$ cat config.mk
export PLATFORM = sky130hd
export DESIGN_NAME = fifo_wr_arb_flat
export DESIGN_NICKNAME = d
export VERILOG_FILES = /design/src/rtl/fifo_wr_arb_if.sv /design/src/rtl/fifo_wr_arb.sv /design/src/flat_wrapper.sv
export SDC_FILE = /design/constraint.sdc
export NUM_CORES = 1
export LEC_CHECK = 0
export CORE_MARGIN = 1
export CORE_UTILIZATION = 40
export DETAILED_ROUTE_END_ITERATION = 10
export GPL_ROUTABILITY_DRIVEN = 0
export PLACE_DENSITY = 0.84
export SETUP_SLACK_MARGIN = 0.3
export SKIP_CTS_REPAIR_TIMING = 1
export SYNTH_ARGS = -nofsm -noshare
export SYNTH_HDL_FRONTEND = slang
export SYNTH_SLANG_ARGS = --single-unit
export TNS_END_PERCENT = 30
$ cat constraint.sdc
create_clock -name clk -period 5 [get_ports clk]
set_input_delay 1 -clock clk [delete_from_list [all_inputs] [get_ports clk]]
set_output_delay 1 -clock clk [all_outputs]
set_load 0.02 [all_outputs]
$ cat src/rtl/fifo_wr_arb_if.sv
// Producer/FIFO-push bundle shared between the round-robin write arbiter and its environment.
// master: arbiter side (grants producers, drives the FIFO push port); slave: producers + FIFO.
interface fifo_wr_arb_if #(
  parameter int unsigned NUM_REQ    = 4,
  parameter int unsigned DATA_WIDTH = 32,
  parameter int unsigned FIFO_DEPTH = 16
);
  localparam int unsigned TAG_WIDTH = $clog2(NUM_REQ);
  localparam int unsigned CNT_WIDTH = $clog2(FIFO_DEPTH + 1);

  logic [NUM_REQ-1:0]            req_valid;
  logic [NUM_REQ*DATA_WIDTH-1:0] req_data;
  logic [NUM_REQ-1:0]            req_en;
  logic [NUM_REQ-1:0]            req_ready;
  logic                          fifo_push;
  logic [TAG_WIDTH+DATA_WIDTH-1:0] fifo_data_in;
  logic                          fifo_clear;
  logic                          fifo_full;
  logic [CNT_WIDTH-1:0]          fifo_count;

  modport master (
    input  req_valid, req_data, req_en, fifo_full, fifo_count,
    output req_ready, fifo_push, fifo_data_in, fifo_clear
  );

  modport slave (
    output req_valid, req_data, req_en, fifo_full, fifo_count,
    input  req_ready, fifo_push, fifo_data_in, fifo_clear
  );
endinterface

$ cat src/rtl/fifo_wr_arb.sv
// Round-robin write arbiter: grants one eligible producer per cycle into a shared FIFO through a
// one-word output register, guarding against overflow and counting refused cycles.
module fifo_wr_arb #(
  parameter int unsigned NUM_REQ    = 4,
  parameter int unsigned DATA_WIDTH = 32,
  parameter int unsigned FIFO_DEPTH = 16
) (
  input  logic         clk,
  input  logic         rst,
  input  logic         arb_clear,
  output logic [15:0]  wait_cnt,
  fifo_wr_arb_if.master bus
);
  localparam int unsigned TAG_WIDTH = $clog2(NUM_REQ);
  localparam int unsigned CNT_WIDTH = $clog2(FIFO_DEPTH + 1);
  localparam int unsigned OUT_WIDTH = TAG_WIDTH + DATA_WIDTH;
  localparam logic [CNT_WIDTH:0] DEPTH_CMP = (CNT_WIDTH + 1)'(FIFO_DEPTH);
  localparam logic [TAG_WIDTH:0] NUM_CMP   = (TAG_WIDTH + 1)'(NUM_REQ);
  localparam logic [TAG_WIDTH-1:0] LAST_IDX = TAG_WIDTH'(NUM_REQ - 1);

  logic [NUM_REQ-1:0]   elig;
  logic [CNT_WIDTH:0]   occ_next;
  logic                 space_ok;
  logic                 grant_found;
  logic [TAG_WIDTH-1:0] grant_idx;
  logic [TAG_WIDTH:0]   cand;
  logic                 accept;

  logic [TAG_WIDTH-1:0] rr_q, rr_d;
  logic                 push_q, push_d;
  logic [OUT_WIDTH-1:0] data_q, data_d;
  logic [15:0]          wait_q, wait_d;

  assign elig = bus.req_valid & bus.req_en;

  // Count the word already sitting in the output register as occupied.
  assign occ_next = {1'b0, bus.fifo_count} + {{CNT_WIDTH{1'b0}}, push_q};
  assign space_ok = ~bus.fifo_full & (occ_next < DEPTH_CMP);

  always_comb begin
    grant_found = 1'b0;
    grant_idx   = '0;
    cand        = '0;
    for (int k = 0; k < NUM_REQ; k++) begin
      cand = {1'b0, rr_q} + (TAG_WIDTH + 1)'(k);
      if (cand >= NUM_CMP) begin
        cand = cand - NUM_CMP;
      end
      if (!grant_found && elig[cand[TAG_WIDTH-1:0]]) begin
        grant_found = 1'b1;
        grant_idx   = cand[TAG_WIDTH-1:0];
      end
    end
  end

  assign accept = grant_found & space_ok & ~arb_clear & ~rst;

  always_comb begin
    bus.req_ready = '0;
    if (accept) begin
      bus.req_ready[grant_idx] = 1'b1;
    end
  end

  always_comb begin
    rr_d   = rr_q;
    push_d = 1'b0;
    data_d = data_q;
    wait_d = wait_q;
    if (arb_clear) begin
      rr_d   = '0;
      data_d = '0;
      wait_d = '0;
    end else begin
      if (accept) begin
        push_d = 1'b1;
        data_d = {grant_idx, bus.req_data[grant_idx*DATA_WIDTH +: DATA_WIDTH]};
        rr_d   = (grant_idx == LAST_IDX) ? '0 : grant_idx + 1'b1;
      end
      if ((|elig) && !space_ok && (wait_q != 16'hFFFF)) begin
        wait_d = wait_q + 16'd1;
      end
    end
  end

  always_ff @(posedge clk or posedge rst) begin
    if (rst) begin
      rr_q   <= '0;
      push_q <= 1'b0;
      data_q <= '0;
      wait_q <= '0;
    end else begin
      rr_q   <= rr_d;
      push_q <= push_d;
      data_q <= data_d;
      wait_q <= wait_d;
    end
  end

  assign bus.fifo_push    = push_q;
  assign bus.fifo_data_in = data_q;
  assign bus.fifo_clear   = arb_clear;
  assign wait_cnt         = wait_q;
endmodule

$ cat src/flat_wrapper.sv
// flat-port wrapper written by rule: the top's interface ports become plain ports
module fifo_wr_arb_flat 
#(
  parameter int unsigned NUM_REQ    = 4,
  parameter int unsigned DATA_WIDTH = 32,
  parameter int unsigned FIFO_DEPTH = 16
)
  (clk, rst, arb_clear, wait_cnt, bus_req_valid, bus_req_data, bus_req_en, bus_fifo_full, bus_fifo_count, bus_req_ready, bus_fifo_push, bus_fifo_data_in, bus_fifo_clear);
  fifo_wr_arb_if #(.NUM_REQ(NUM_REQ), .DATA_WIDTH(DATA_WIDTH), .FIFO_DEPTH(FIFO_DEPTH)) bus_i ();
  input  logic clk;
  input  logic rst;
  input  logic arb_clear;
  output logic [15:0] wait_cnt;
  input wire logic [$bits(bus_i.req_valid)-1:0] bus_req_valid;
  input wire logic [$bits(bus_i.req_data)-1:0] bus_req_data;
  input wire logic [$bits(bus_i.req_en)-1:0] bus_req_en;
  input wire logic [$bits(bus_i.fifo_full)-1:0] bus_fifo_full;
  input wire logic [$bits(bus_i.fifo_count)-1:0] bus_fifo_count;
  output wire logic [$bits(bus_i.req_ready)-1:0] bus_req_ready;
  output wire logic [$bits(bus_i.fifo_push)-1:0] bus_fifo_push;
  output wire logic [$bits(bus_i.fifo_data_in)-1:0] bus_fifo_data_in;
  output wire logic [$bits(bus_i.fifo_clear)-1:0] bus_fifo_clear;
  assign bus_i.req_valid = bus_req_valid;
  assign bus_i.req_data = bus_req_data;
  assign bus_i.req_en = bus_req_en;
  assign bus_i.fifo_full = bus_fifo_full;
  assign bus_i.fifo_count = bus_fifo_count;
  assign bus_req_ready = bus_i.req_ready;
  assign bus_fifo_push = bus_i.fifo_push;
  assign bus_fifo_data_in = bus_i.fifo_data_in;
  assign bus_fifo_clear = bus_i.fifo_clear;
  fifo_wr_arb #(.NUM_REQ(NUM_REQ), .DATA_WIDTH(DATA_WIDTH), .FIFO_DEPTH(FIFO_DEPTH)) u_core (.clk(clk), .rst(rst), .arb_clear(arb_clear), .wait_cnt(wait_cnt), .bus(bus_i));
endmodule
# After elaboration in Yosys (flattened, before gate mapping)

Index checks and enable logic that the tools add are counted.

Bits in registers: 53
Output and inout bits: 56

Magnitude comparators: 11
Reduce and logical (&&, ||, !) cells: 13
Eq/ne operators: 2
Bitwise operators: 8
Mux-type cells: 32
Add/sub/neg operators: 10
Shifts and indexed selects: 1

Operator list:

| operator                                                           | number |
|---|---|
| variable part select 128 x 8 -> 32 bit                             | 1 |
| 2-to-1 mux 34 bit                                                  | 2 |
| 2-to-1 mux 16 bit                                                  | 2 |
| 2-to-1 mux 2 bit                                                   | 11 |
| adder 16 x 1 -> 16 bit (second input constant)                     | 1 |
| != test 16 bit (second input constant)                             | 1 |
| less-than comparator 2 x 3 -> 1 bit (second input constant)        | 5 |
| 2-to-1 mux 1 bit                                                   | 11 |
| greater-or-equal comparator 3 bit (second input constant)          | 3 |
| binary-select mux 1 bit (select 2 bit)                             | 4 |
| subtractor 2 x 1 -> 2 bit (second input constant)                  | 4 |
| adder 2 x 2 -> 3 bit (second input constant)                       | 2 |
| adder 5 x 1 -> 6 bit                                               | 1 |
| logical AND 1 bit                                                  | 6 |
| less-than comparator 6 x 5 -> 1 bit (second input constant)        | 1 |
| AND 1 bit                                                          | 4 |
| AND 4 bit                                                          | 1 |
| zero test 1 bit                                                    | 4 |
| 2-to-1 mux 4 bit                                                   | 1 |
| nonzero test 2 bit                                                 | 2 |
| OR reduction 4 bit                                                 | 1 |
| adder 2 x 1 -> 3 bit (second input constant)                       | 1 |
| greater-or-equal comparator 2 x 3 -> 1 bit (second input constant) | 1 |
| inverter 1 bit                                                     | 3 |
| other kinds (4)                                                    | 4 |

# Depth between registers and ports, before layout

Depth after elaboration: 19
Gate-level depth with buffers: 9
Gate-level depth less buffers: 6

# Worst setup path after synthesis

OpenSTA, ideal clock, no wires.

Path type: input to output
Start: input port bus_req_valid[2]
End: output port bus_req_ready[2]
Stages: 9
Path slack: 1.486 ns
Buffers on the path: 3
Data arrival time: 2.514 ns
Required time: 4.000 ns
Path through: nand2_1 -> mux2_2 -> o221a_2 -> buf_4 -> buf_4 -> buf_2 -> inv_1 -> ha_1 -> and2_1

Cells in the longest elaborated chain, start to end: 18
Elaborated cells between the ends (all ways): 32

RTL lines:

| what                                                                                                                           | RTL line           | RTL |
|---|---|---|
| start: declaration                                                                                                             | flat_wrapper.sv:14 | `input wire logic [$bits(bus_i.req_valid)-1:0] bus_req_valid;` |
| AND 4 bit *                                                                                                                    | fifo_wr_arb.sv:34  | `assign elig = bus.req_valid & bus.req_en;` |
| binary-select mux 1 bit (select 2 bit)                                                                                         | fifo_wr_arb.sv:49  | `if (!grant_found && elig[cand[TAG_WIDTH-1:0]]) begin` |
| 2-to-1 mux 1 bit (implied by the code)                                                                                         | fifo_wr_arb.sv:49  |  |
| 2-to-1 mux 1 bit                                                                                                               | fifo_wr_arb.sv:49  |  |
| zero test 1 bit                                                                                                                | fifo_wr_arb.sv:49  |  |
| logical AND 1 bit                                                                                                              | fifo_wr_arb.sv:49  |  |
| 2-to-1 mux 1 bit                                                                                                               | fifo_wr_arb.sv:49  |  |
| zero test 1 bit                                                                                                                | fifo_wr_arb.sv:49  |  |
| [2 not listed]                                                                                                                 | --                 |  |
| zero test 1 bit                                                                                                                | fifo_wr_arb.sv:49  |  |
| logical AND 1 bit                                                                                                              | fifo_wr_arb.sv:49  |  |
| 2-to-1 mux 2 bit                                                                                                               | fifo_wr_arb.sv:49  |  |
| less-than comparator 2 x 3 -> 1 bit (implied by the code) / greater-or-equal comparator 2 x 1 -> 1 bit (equally long branches) | fifo_wr_arb.sv:61  | `bus.req_ready[grant_idx] = 1'b1;` |
| logical AND 1 bit (implied by the code)                                                                                        | fifo_wr_arb.sv:61  |  |
| 2-to-1 mux 1 bit (implied by the code)                                                                                         | fifo_wr_arb.sv:61  |  |
| demux 1 bit (select 2 bit)                                                                                                     | --                 |  |
| 2-to-1 mux 4 bit *                                                                                                             | fifo_wr_arb.sv:60  | `if (accept) begin` |
| end: declaration                                                                                                               | flat_wrapper.sv:19 | `output wire logic [$bits(bus_i.req_ready)-1:0] bus_req_ready;` |

Mark *: on every way between the ends. The rest lies on a longest branch, timed or not. The select of a mux whose other input is x is not followed.

# Worst setup path after layout

Start: input port bus_fifo_count[2]
End: output port bus_req_ready[0]

Cells in the longest elaborated chain, start to end: 7

RTL lines:

| what                                | RTL line           | RTL |
|---|---|---|
| start: declaration                  | flat_wrapper.sv:18 | `input wire logic [$bits(bus_i.fifo_count)-1:0] bus_fifo_count;` |
| adder 5 x 1 -> 6 bit                | fifo_wr_arb.sv:37  | `assign occ_next = {1'b0, bus.fifo_count} + {{CNT_WIDTH{1'b0}}, push_q};` |
| less-than comparator 6 x 5 -> 1 bit | fifo_wr_arb.sv:38  | `assign space_ok = ~bus.fifo_full & (occ_next < DEPTH_CMP);` |
| AND 1 bit                           | fifo_wr_arb.sv:38  |  |
| AND 1 bit (3 in series)             | fifo_wr_arb.sv:56  | `assign accept = grant_found & space_ok & ~arb_clear & ~rst;` |
| 2-to-1 mux 4 bit                    | fifo_wr_arb.sv:60  |  |

No other way between the ends.

==> report_table.html <==
<table>
<tr><th>Metric</th><th>Value</th></tr>
<tr><th colspan="2">Logic synthesis</th></tr>
<tr><td>Top post-synthesis cells by count</td><td>mux2i_1, dfrtp_1, nand3b_1, o221ai_2, nand2_1</td></tr>
<tr><td>Post-synthesis area per instance</td><td>11.0 sq um</td></tr>
<tr><td>Cell count after synthesis</td><td>333</td></tr>
<tr><td>Compound-Gate Fraction of Synth Area</td><td>17.4%</td></tr>
<tr><td>Synth warnings</td><td>0</td></tr>
<tr><td>Post-synthesis async set-or-reset flop share</td><td>100%</td></tr>
<tr><td>Top_reg_cell synth</td><td>dfrtp_1</td></tr>
<tr><td>Share of the synthesized area in the top cell type</td><td>36.1%</td></tr>
<tr><td>Dominant cell type by area after synthesis</td><td>dfrtp_1</td></tr>
<tr><td>Post-Synth XOR/XNOR Area</td><td>0%</td></tr>
<tr><td>Count of flip-flops with a built-in enable after synthesis</td><td>0</td></tr>
<tr><td>Largest cells by area after synthesis</td><td>dfrtp_1, mux2i_1, o221ai_2, nand3b_1, mux2_2</td></tr>
<tr><td>Number of distinct library cell variants in the gate-level netlist after synthesis</td><td>41</td></tr>
<tr><td>Net count of the mapped netlist</td><td>483</td></tr>
<tr><td>Post-synthesis share of cell area spent on and, or, nand and nor gates</td><td>19.4%</td></tr>
<tr><td>Mux cell area share after synthesis</td><td>20.2%</td></tr>
<tr><td>Library cell with the highest instance count after synthesis</td><td>mux2i_1</td></tr>
<tr><td>Part of the Yosys area used for sequential elements</td><td>36.1%</td></tr>
<tr><td>Mapped cell area</td><td>0.00368 sq mm</td></tr>
<tr><td>Adder-cell share of the synthesized area</td><td>1.70%</td></tr>
<tr><td>Number of flip-flops and latches in the synthesized netlist</td><td>53</td></tr>
<tr><td>Largest family of logic cells by synthesized area</td><td>multiplexers</td></tr>
<tr><th colspan="2">Routing</th></tr>
<tr><td>Final routed DRC violation total</td><td>11</td></tr>
<tr><td>First-iteration detailed-routing DRC count</td><td>142</td></tr>
<tr><td>Routed length on met1</td><td>4070 um</td></tr>
<tr><td>Met2 wire length</td><td>5770 um</td></tr>
<tr><td>Post-DR vias/cell</td><td>5.58</td></tr>
<tr><td>Metal3 WL</td><td>858 um</td></tr>
<tr><td>Post-route ant nets</td><td>0</td></tr>
<tr><td>Via Count</td><td>3483</td></tr>
<tr><td>DRT Pass-1 Iters</td><td>8</td></tr>
<tr><td>Average wire per standard cell</td><td>17.3 um</td></tr>
<tr><td>Uppermost layer routed</td><td>met4</td></tr>
<tr><td>Wirelength, routed</td><td>10800 um</td></tr>
<tr><th colspan="2">Setup path</th></tr>
<tr><td>WP data arrival</td><td>3350 ps</td></tr>
<tr><td>Worst reg2reg path startpoint</td><td>u_core.rr_q[1]$_DFFE_PP0P_</td></tr>
<tr><td>Maximum cell stage delay along the critical path</td><td>620 ps</td></tr>
<tr><td>Category of cells accounting for the largest share of critical-path delay</td><td>buffers and inverters</td></tr>
<tr><td>End of the worst register-to-register path</td><td>u_core.bus.fifo_data_in[29]$_DFFE_PP0P_</td></tr>
<tr><td>Worst setup slack for register-to-register paths</td><td>2330 ps</td></tr>
<tr><td>CP bufs+invs</td><td>3</td></tr>
<tr><td>Class of the most critical setup path</td><td>input port to output port</td></tr>
<tr><td>Crit-path most repeated cell</td><td>clkdlybuf4s50_1</td></tr>
<tr><td>Register-to-Register Path Depth</td><td>6</td></tr>
<tr><td>Largest fanout on the critical path</td><td>8</td></tr>
<tr><td>Worst setup EP type</td><td>output port</td></tr>
<tr><td>Origin of the worst setup path</td><td>bus_fifo_count[2]</td></tr>
<tr><td>Setup crit start kind</td><td>input port</td></tr>
<tr><td>Crit path cell chain</td><td>clkdlybuf4s50_1 &gt; and3_4 &gt; a311o_1 &gt; or4_4 &gt; clkinv_4 &gt; and2_1 &gt; clkdlybuf4s50_1</td></tr>
<tr><td>Required time worst endpoint</td><td>4000 ps</td></tr>
<tr><td>Cell with the largest stage delay on the worst path</td><td>clkdlybuf4s50_1</td></tr>
<tr><th colspan="2">Placed design</th></tr>
<tr><td>Count of buffers inserted at the top-level ports</td><td>200</td></tr>
<tr><td>Cells after DPL</td><td>616</td></tr>
<tr><td>Detailed-placement wirelength estimate</td><td>8170 um</td></tr>
<tr><th colspan="2">Timing</th></tr>
<tr><td>Smallest hold slack</td><td>526 ps</td></tr>
<tr><td>Min cycle time layout</td><td>4350 ps</td></tr>
<tr><td>Slew margin rel.</td><td>34.5%</td></tr>
<tr><td>Fmax achieved</td><td>230 MHz</td></tr>
<tr><td>Final worst path period share</td><td>87.0%</td></tr>
<tr><td>Slew of the pin with the lowest slew margin</td><td>979 ps</td></tr>
<tr><td>Pins over their slew limit</td><td>0</td></tr>
<tr><td>Number of endpoints failing setup at the final stage</td><td>0</td></tr>
<tr><td>Unrepaired setup endpoints after global routing</td><td>no</td></tr>
<tr><td>Endpoints failing hold</td><td>0</td></tr>
<tr><td>Final Skew</td><td>11.2 ps</td></tr>
<tr><td>Sum Neg Setup Slack</td><td>0 ps</td></tr>
<tr><th colspan="2">Global routing</th></tr>
<tr><td>Number of antenna violations at the first check in global routing</td><td>0</td></tr>
<tr><td>Overall Global Routing Usage</td><td>22.2%</td></tr>
<tr><td>Maximum number of pins on one net before global-route repair</td><td>62</td></tr>
<tr><td>Vias in the first global route</td><td>3547</td></tr>
<tr><td>Wire length of the first global-routing pass</td><td>17200 um</td></tr>
<tr><td>Remaining global-route overflow</td><td>0</td></tr>
<tr><th colspan="2">Cells and area</th></tr>
<tr><td>Final cell count without fillers</td><td>624</td></tr>
<tr><td>Share of final-layout standard cells stronger than drive strength 1</td><td>11.2%</td></tr>
<tr><td>Fraction of the core area covered by cells at the end of the flow</td><td>65.3%</td></tr>
<tr><td>Total Nets Final</td><td>665</td></tr>
<tr><td>Layout overhead on the synthesized area</td><td>56.5%</td></tr>
<tr><td>Antenna cells</td><td>0</td></tr>
<tr><th colspan="2">Power</th></tr>
<tr><td>Max rail drop VDD</td><td>0.122 mV</td></tr>
<tr><td>Pwr Total</td><td>1000 uW</td></tr>
<tr><td>Static leakage power</td><td>0.00226 uW</td></tr>
<tr><td>Switching part of the total power</td><td>27.9%</td></tr>
<tr><td>Cell area power density</td><td>174 mW/mm^2</td></tr>
<tr><td>Clock power share</td><td>23.3%</td></tr>
<tr><td>Power spent charging and discharging nets</td><td>280 uW</td></tr>
<tr><td>Share of power burned in registers</td><td>45.1%</td></tr>
<tr><td>Total internal power</td><td>724 uW</td></tr>
<tr><td>Combinational fraction of design power</td><td>31.7%</td></tr>
<tr><th colspan="2">Min path</th></tr>
<tr><td>HP Class</td><td>register to register</td></tr>
<tr><td>Number of cells on the worst hold path</td><td>2</td></tr>
<tr><td>Worst hold endpoint</td><td>u_core.bus.fifo_data_in[12]$_DFFE_PP0P_</td></tr>
<tr><td>Startpoint of the tightest hold check path</td><td>u_core.bus.fifo_data_in[12]$_DFFE_PP0P_</td></tr>
<tr><th colspan="2">Run status</th></tr>
<tr><td>Outcome</td><td>finished, violations left</td></tr>
<tr><td>Violated checks</td><td>DRC</td></tr>
<tr><th colspan="2">Clock tree</th></tr>
<tr><td>Sink Count</td><td>53</td></tr>
<tr><td>Clock root buffer</td><td>clkbuf_8</td></tr>
<tr><td>Clock tree buffer depth</td><td>2</td></tr>
<tr><td>Number of CTS-inserted buffers</td><td>5</td></tr>
<tr><td>H-tree depth</td><td>2</td></tr>
<tr><td>Reg clk slew, reported paths</td><td>90 ps</td></tr>
<tr><td>Skew-Pair Late Insertion Delay</td><td>300 ps</td></tr>
<tr><td>TritonCTS clock tree</td><td>done</td></tr>
<tr><th colspan="2">Floorplan</th></tr>
<tr><td>Die span in y</td><td>97.9 um</td></tr>
<tr><td>Floorplan core area</td><td>0.00881 sq mm</td></tr>
<tr><td>Initial Utilization</td><td>41.7%</td></tr>
<tr><td>Die span in x</td><td>97.9 um</td></tr>
<tr><td>Top-Level Pins</td><td>201</td></tr>
<tr><td>Floorplan die area</td><td>0.00958 sq mm</td></tr>
<tr><td>Standard-cell rows</td><td>34</td></tr>
<tr><th colspan="2">Flow run</th></tr>
<tr><td>Total of max-cap violations</td><td>0</td></tr>
</table>
-- tightest hold or removal path: stages (launching register included) --
cell and delay, ps:
dfrtp_1 350, nand3b_1 80, o221ai_2 60
-- routing by layer --
metal	vias up	GRT usage [%]
met5	-	0
met4	0	4.90
met2	133	41.6
li1	1648	-
met3	8	5.94
met1	1694	25.1
-- sequential cells by signal (all words and copies together) (netlist names) --
name,cells
u_core.bus.fifo_push,1
u_core.rr_q,2
u_core.bus.fifo_data_in,34
u_core.wait_cnt,16
-- logic make-up (layout without fill, tap and decap cells) --
group / Yosys count / after routing
buffers and inverters: 33 / 216
AOI/OAI and AO/OA: 57 / 57
and+or+nand+nor: 112 / 112
DFF: 53 / 53
muxes: 73 / 73
adders and majority gates: 5 / 5
-- how the worst max path moves through the flow --
stage	end	slack, ps	depth (start not counted)
floorplan	bus_req_ready[2]	1490	9
global placement	bus_req_ready[2]	710	7
detailed placement	bus_req_ready[2]	640	7
CTS	bus_req_ready[2]	640	7
global route	bus_req_ready[2]	600	7
finish	bus_req_ready[0]	650	7
-- through the flow --
| stage | setup WS, ps | instance area, sq um |
|---|---|---|
| after floorplan | 1490 | 3680 |
| after global placement | 708 | 5670 |
| after global routing | 602 | 5750 |
| after CTS | 639 | 5750 |
| after detailed placement | 643 | 5670 |
| final | 650 | 5750 |
-- layout make-up --
cell class	instances	area, sq um
fill	744	3050
multi-input combinational	247	2160
timing repair buffer	204	2030
sequential	53	1330
tap	108	135
clock buffer	8	80.1
inverter	4	20.0
-- power groups by stage --
stage                     Clock (uW)  Combinational [uW]  Sequential (uW)
after floorplan                    0                 137              475
after global placement             0                 314              460
after detailed placement           0                 321              460
after CTS                        243                 321              452
after global routing             257                 342              454
final                            233                 318              452
-- cells in the final DEF (no fill, tap or decap), types with 2 or more instances in the layout --
| cell | n |
|---|---|
| clkdlybuf4s50_1 | 199 |
| mux2i_1 | 64 |
| dfrtp_1 | 53 |
| nand3b_1 | 36 |
| o221ai_2 | 31 |
| nand2_1 | 13 |
| nand3_1 | 10 |
| nor2_1 | 10 |
| mux2_2 | 9 |
| a21oi_1 | 8 |
| nor2b_1 | 8 |
| and4_1 | 6 |
| or4_1 | 6 |
| and2_1 | 5 |
| ha_1 | 5 |
| clkbuf_8 | 5 |
| and3_1 | 4 |
| o21ai_0 | 4 |
| o31ai_1 | 4 |
| nor4_1 | 4 |
| buf_4 | 4 |
| clkbuf_1 | 3 |
| inv_1 | 2 |
| o21ai_1 | 2 |
| nand4_1 | 2 |
| o41ai_1 | 2 |
(Power assumes the default switching activity.)
